===== src/rtl/mem_arb_pkg.sv =====
// Shared types for the unified-memory arbiter: FSM states and grant encoding.
// Combinational helpers only, no state.
package mem_arb_pkg;

    typedef enum logic [1:0] {
        IDLE   = 2'd0,
        RESP_I = 2'd1,
        RESP_D = 2'd2
    } arb_state_t;

    typedef enum logic [1:0] {
        GNT_NONE = 2'd0,
        GNT_I    = 2'd1,
        GNT_D    = 2'd2
    } arb_gnt_t;

    function automatic arb_state_t resp_state(input arb_gnt_t gnt);
        case (gnt)
            GNT_I:   return RESP_I;
            GNT_D:   return RESP_D;
            default: return IDLE;
        endcase
    endfunction

endpackage


===== src/rtl/mem_arb_fairness.sv =====
// Grant decision for the unified memory: data first, fetch forced after a data streak.
// Latency: grant is combinational in the issue cycle; streak updates at the end of it.
// Backpressure: none; a requester without grant simply holds its request.
module mem_arb_fairness
    import mem_arb_pkg::*;
#(
    parameter int MAX_DATA_BURST = 4
) (
    input  logic     clk,
    input  logic     reset,
    input  logic     i_req,
    input  logic     d_req,
    input  logic     issue,
    output arb_gnt_t gnt
);

    localparam int SW = $clog2(MAX_DATA_BURST + 1);
    localparam logic [SW-1:0] STREAK_MAX = SW'(MAX_DATA_BURST);

    logic [SW-1:0] streak_q;
    logic [SW-1:0] streak_d;

    always_comb begin
        gnt = GNT_NONE;
        if (issue) begin
            if (d_req && (!i_req || streak_q != STREAK_MAX)) begin
                gnt = GNT_D;
            end else if (i_req) begin
                gnt = GNT_I;
            end
        end

        // Streak only counts data grants that actually made a fetch wait.
        streak_d = streak_q;
        case (gnt)
            GNT_I: streak_d = '0;
            GNT_D: begin
                if (!i_req) begin
                    streak_d = '0;
                end else if (streak_q != STREAK_MAX) begin
                    streak_d = streak_q + SW'(1);
                end
            end
            default: streak_d = streak_q;
        endcase
    end

    always_ff @(posedge clk) begin
        if (reset) begin
            streak_q <= '0;
        end else begin
            streak_q <= streak_d;
        end
    end

endmodule


===== src/rtl/mem_arbiter.sv =====
// Shares one synchronous-read memory between the fetch and load/store ports of the core.
// Latency: 2 cycles per access (issue, then ack with read data); one access in flight.
// Backpressure: requests are held until their 1-cycle ack; the losing port waits.
module mem_arbiter
    import mem_arb_pkg::*;
#(
    parameter int AW             = 32,
    parameter int DW             = 32,
    parameter int MAX_DATA_BURST = 4
) (
    input  logic          clk,
    input  logic          reset,
    input  logic          i_req,
    input  logic [AW-1:0] i_addr,
    output logic [DW-1:0] i_rdata,
    output logic          i_ack,
    input  logic          d_req,
    input  logic          d_we,
    input  logic [AW-1:0] d_addr,
    input  logic [DW-1:0] d_wdata,
    output logic [DW-1:0] d_rdata,
    output logic          d_ack,
    output logic          m_en,
    output logic          m_we,
    output logic [AW-1:0] m_addr,
    output logic [DW-1:0] m_wdata,
    input  logic [DW-1:0] m_rdata
);

    arb_state_t state_q;
    arb_state_t state_d;
    logic       i_ack_q;
    logic       i_ack_d;
    logic       d_ack_q;
    logic       d_ack_d;
    arb_gnt_t   gnt;
    logic       issue;

    // Reset in the issue cycle kills the grant, so nothing reaches the memory.
    assign issue = (state_q == IDLE) && !reset;

    mem_arb_fairness #(
        .MAX_DATA_BURST(MAX_DATA_BURST)
    ) u_fairness (
        .clk  (clk),
        .reset(reset),
        .i_req(i_req),
        .d_req(d_req),
        .issue(issue),
        .gnt  (gnt)
    );

    always_comb begin
        state_d = IDLE;
        i_ack_d = 1'b0;
        d_ack_d = 1'b0;
        case (state_q)
            IDLE: begin
                state_d = resp_state(gnt);
                i_ack_d = (gnt == GNT_I);
                d_ack_d = (gnt == GNT_D);
            end
            default: state_d = IDLE;
        endcase
    end

    always_ff @(posedge clk) begin
        if (reset) begin
            state_q <= IDLE;
            i_ack_q <= 1'b0;
            d_ack_q <= 1'b0;
        end else begin
            state_q <= state_d;
            i_ack_q <= i_ack_d;
            d_ack_q <= d_ack_d;
        end
    end

    always_comb begin
        m_en    = 1'b0;
        m_we    = 1'b0;
        m_addr  = '0;
        m_wdata = '0;
        case (gnt)
            GNT_I: begin
                m_en   = 1'b1;
                m_addr = i_addr;
            end
            GNT_D: begin
                m_en    = 1'b1;
                m_we    = d_we;
                m_addr  = d_addr;
                m_wdata = d_wdata;
            end
            default: m_en = 1'b0;
        endcase
    end

    // A reset landing on the response cycle drops the access; the core reissues.
    assign i_ack   = i_ack_q && !reset;
    assign d_ack   = d_ack_q && !reset;
    assign i_rdata = i_ack ? m_rdata : '0;
    assign d_rdata = (d_ack && !d_we) ? m_rdata : '0;

endmodule


===== config.mk =====
export PLATFORM = sky130hd
export DESIGN_NAME = mem_arbiter
export DESIGN_NICKNAME = d
export VERILOG_FILES = /design/src/rtl/mem_arb_pkg.sv /design/src/rtl/mem_arb_fairness.sv /design/src/rtl/mem_arbiter.sv
export SDC_FILE = /design/constraint.sdc
export NUM_CORES = 1
export LEC_CHECK = 0
export BUFFER_PORTS_ARGS = -buffer_cell sky130_fd_sc_hd__buf_2
export CORE_AREA = 2 2 104 106
export DETAILED_ROUTE_END_ITERATION = 16
export DIE_AREA = 0 0 106 108
export GPL_ROUTABILITY_DRIVEN = 0
export GPL_TIMING_DRIVEN = 0
export PLACE_DENSITY = 0.57
export SLEW_MARGIN = 40
export SYNTH_ARGS = -nofsm -noshare
export SYNTH_HDL_FRONTEND = slang
export SYNTH_SLANG_ARGS = --single-unit

===== constraint.sdc =====
create_clock -name clk -period 6.44 [get_ports clk]
set_input_delay 1.288 -clock clk [delete_from_list [all_inputs] [get_ports clk]]
set_output_delay 1.288 -clock clk [all_outputs]
set_load 0.01 [all_outputs]

==> impl_metrics.sql <==
INSERT INTO impl_metrics (metric_group, metric, value, unit) VALUES
('sta', 'final.setup.worst_slack', '1.81', 'ns'),
('critical_path', 'timing.critical_path.fanout_max', '10', ''),
('critical_path', 'crit_path_end_kind', 'output port', ''),
('pwr', 'vdd.ir_drop.worst', '0.0428', 'mV'),
('die', 'core_area', '10200', 'um^2'),
('die', 'initial_utilization', '0.140', ''),
('pwr', 'p_leak', '1.85', 'nW'),
('detailed_routing', 'num_vias', '2493', ''),
('finish', 'multi_input_comb_area', '1190', 'um^2'),
('sta', 'hold_ws', '0.482', 'ns'),
('sta', 'final-hold-violation-count', '0', ''),
('finish', 'flow.area_growth_from_synthesis', '107', '%'),
('detailed_routing', 'routed_len_inst', '11.7', 'um'),
('yosys', 'synth_cell_types', '19', ''),
('global_routing', 'grt_antenna_before_repair', '0', ''),
('sta', 'maximum_clock_rate', '216', 'MHz'),
('sta', 'layout_worst_path_cycle_share', '0.719', ''),
('finish', 'diodes', '0', ''),
('finish', 'register_area', '120', 'um^2'),
('global_routing', 'grt_first_pass_wirelength', '10700', 'um'),
('clock_tree', 'clk_transition_reported_paths', '0.04', 'ns'),
('clock_tree', 'clock_buffers_created_by_tritoncts', '3', ''),
('yosys', 'yosysWarningCount', '0', ''),
('place', 'placement.setup.worst_slack', '1.72', 'ns'),
('min_path', 'holdPathStages', '2', ''),
('critical_path', 'crit_required', '5.15', 'ns'),
('clock_tree', 'post-cts-setup-buffer-count', '0', ''),
('global_routing', 'grt_max_degree', '11', ''),
('finish', 'design.final.nets', '631', ''),
('sta', 'report.final.slew_viol_count', '0', ''),
('critical_path', 'worstSetupPathType', 'input port to output port', ''),
('sta', 'setup_violations', '0', ''),
('detailed_routing', 'viasPerCell', '3.98', ''),
('min_path', 'worst_hold_path_type', 'register to register', ''),
('yosys', 'synthesis.area', '1430', 'um^2'),
('clock_tree', 'root_buffer', 'sky130_fd_sc_hd__clkbuf_8', ''),
('finish', 'layout_common_cells', 'sky130_fd_sc_hd__buf_2 (271), sky130_fd_sc_hd__and2_1 (101), sky130_fd_sc_hd__a22oi_1 (32), sky130_fd_sc_hd__nor2_1 (32), sky130_fd_sc_hd__clkbuf_1 (11)', ''),
('die', 'pin_count', '265', ''),
('detailed_routing', 'wl', '7320', 'um'),
('die', 'std_cell_rows', '37', ''),
('detailed_routing', 'first_iter_violations', '82', ''),
('clock_tree', 'cts.sink_count', '6', ''),
('finish', 'layout_commonest_cell', 'sky130_fd_sc_hd__buf_2', ''),
('place', 'portBuffers', '264', ''),
('finish', 'final_layout_size_suffix_gt1_frac', '0.571', ''),
('global_routing', 'grt_pass1_vias', '2289', ''),
('critical_path', 'critPathArrivalTime', '3.34', 'ns'),
('yosys', 'synth.top_cells.by_area', 'sky130_fd_sc_hd__and2_1 (44%), sky130_fd_sc_hd__a22oi_1 (17%), sky130_fd_sc_hd__dfxtp_1 (8.4%)', ''),
('flow_run', 'timing.max_cap.violations', '0', ''),
('clock_tree', 'clock_path_buffers', '2', ''),
('yosys', 'syn_inst', '223', ''),
('detailed_routing', 'route.antenna.remaining_nets', '0', ''),
('global_routing', 'global_route.overflow_total', '0', ''),
('yosys', 'synth.ff_latch_count', '6', ''),
('global_routing', 'grt_use_total', '0.116', ''),
('critical_path', 'reg2regPathDepth', '10', ''),
('sta', 'finalClockSkew', '0.00419', 'ns'),
('pwr', 'total_power_per_unit_cell_area', '72.6', 'nW/um^2'),
('detailed_routing', 'drt-pass1-iter-count', '5', ''),
('die', 'design.die.area', '11400', 'um^2'),
('place', 'dpl.hpwl', '6580', 'um'),
('sta', 'max_slew_margin', '0.681', ''),
('sta', 'worst-slew-pin-transition', '0.475', 'ns'),
('yosys', 'avgSynthCellArea', '6.41', 'um^2'),
('yosys', 'synth_top_cell_by_area', 'sky130_fd_sc_hd__and2_1', ''),
('clock_tree', 'cts_hold_buf', '0', ''),
('critical_path', 'startpoint_type', 'input port', ''),
('run_status', 'run_status', 'complete, no violations', ''),
('sta', 'tns_setup', '0', 'ns'),
('clock_tree', 'insertion_delay', '0.22', 'ns'),
('clock_tree', 'tritoncts', 'built', ''),
('die', 'floorplan_die_height', '108', 'um'),
('yosys', 'yosysSeqAreaShare', '0.0841', ''),
('die', 'die_width', '106', 'um'),
('sta', 'rsz0062_at_grt', 'no', ''),
('detailed_routing', 'post-route-drc-count', '0', ''),
('yosys', 'mappedNetlistNets', '362', ''),
('finish', 'total_of_fill_cells_in_the_finished_design', '1111', ''),
('clock_tree', 'cts.htree.levels', '1', ''),
('clock_tree', 'post_cts_resized', '0', ''),
('yosys', 'synth_top_cell_area_share', '0.442', ''),
('sta', 'min_period', '4.63', 'ns');
## area by class of cell
class	count	area share
tap	136	0.0575
clock buffer	3	0.0139
sequential	6	0.0406
buffer	21	0.0334
multi-input combinational	192	0.403
timing repair buffer	264	0.446
inverter	4	0.00507
## cells in the mapped netlist, drive strengths merged
cell    count
and2      101
a22oi      32
nor2       32
clkbuf     11
buf        10
dfxtp       6
ha          6
a21oi       4
inv         4
nand2       4
nand3       3
nor2b       3
nand4       2
nor3        2
a41o        1
and3        1
nand3b      1
## metal layers
metal | vias to the layer above | track usage | part of all wire
li1 | 1267 | - | -
met1 | 1060 | 0.117 | 0.35
met2 | 159 | 0.240 | 0.54
met3 | 7 | 0.0265 | 0.10
met4 | 0 | 0.0263 | 0.0078
met5 | - | 0 | 0
## logic make-up after synthesis
| kind of cell | share of synthesized area |
|---|---|
| flops | 0.0841 |
| buf+inv | 0.0797 |
| compound gates | 0.189 |
| simple gates | 0.595 |
| fa+ha+maj | 0.0525 |
## per-stage QoR
stage / utilization / instance area (um^2) / total power, mW / instances
2_1_floorplan: - / 1430 / 0.0905 / 223
3_3_place_gp: 0.285 / 2920 / 0.158 / 623
3_5_place_dp: 0.285 / 2920 / 0.161 / 623
4_1_cts: 0.289 / 2960 / 0.218 / 626
5_1_grt: 0.289 / 2960 / 0.234 / 626
6_report: 0.289 / 2960 / 0.215 / 626
## worst paths after layout
| check | start | slack (ns) | end |
|---|---|---|---|
| max | reset | 1.81 | m_addr[26] |
| min | u_fairness.streak_q[1] | 0.48 | u_fairness.streak_q[1] |
| max reg2reg | u_fairness.streak_q[0] | 4.34 | u_fairness.streak_q[2] |
| min reg2reg | u_fairness.streak_q[1] | 0.48 | u_fairness.streak_q[1] |
## where the power goes
| group | leakage [nW] | switching (mW) | internal (mW) |
|---|---|---|---|
| registers | 0.0486 | 0.000276 | 0.0381 |
| logic | 1.78 | 0.0602 | 0.0602 |
| clock network | 0.0216 | 0.0161 | 0.0401 |
## critical path, cell delays in order
cell and delay (ns):
sky130_fd_sc_hd__buf_2 0.14, sky130_fd_sc_hd__nor3_1 0.38, sky130_fd_sc_hd__nand3_1 0.20, sky130_fd_sc_hd__ha_1 0.32, sky130_fd_sc_hd__clkbuf_1 0.37, sky130_fd_sc_hd__clkbuf_1 0.38, sky130_fd_sc_hd__nor2_1 0.10, sky130_fd_sc_hd__buf_2 0.15
## flip-flops by register name, indices dropped and copies added (netlist names)
register,cells
u_fairness.streak_q,3
state_q,2
i_ack_q,1
Power figures use the tool's default switching activity.
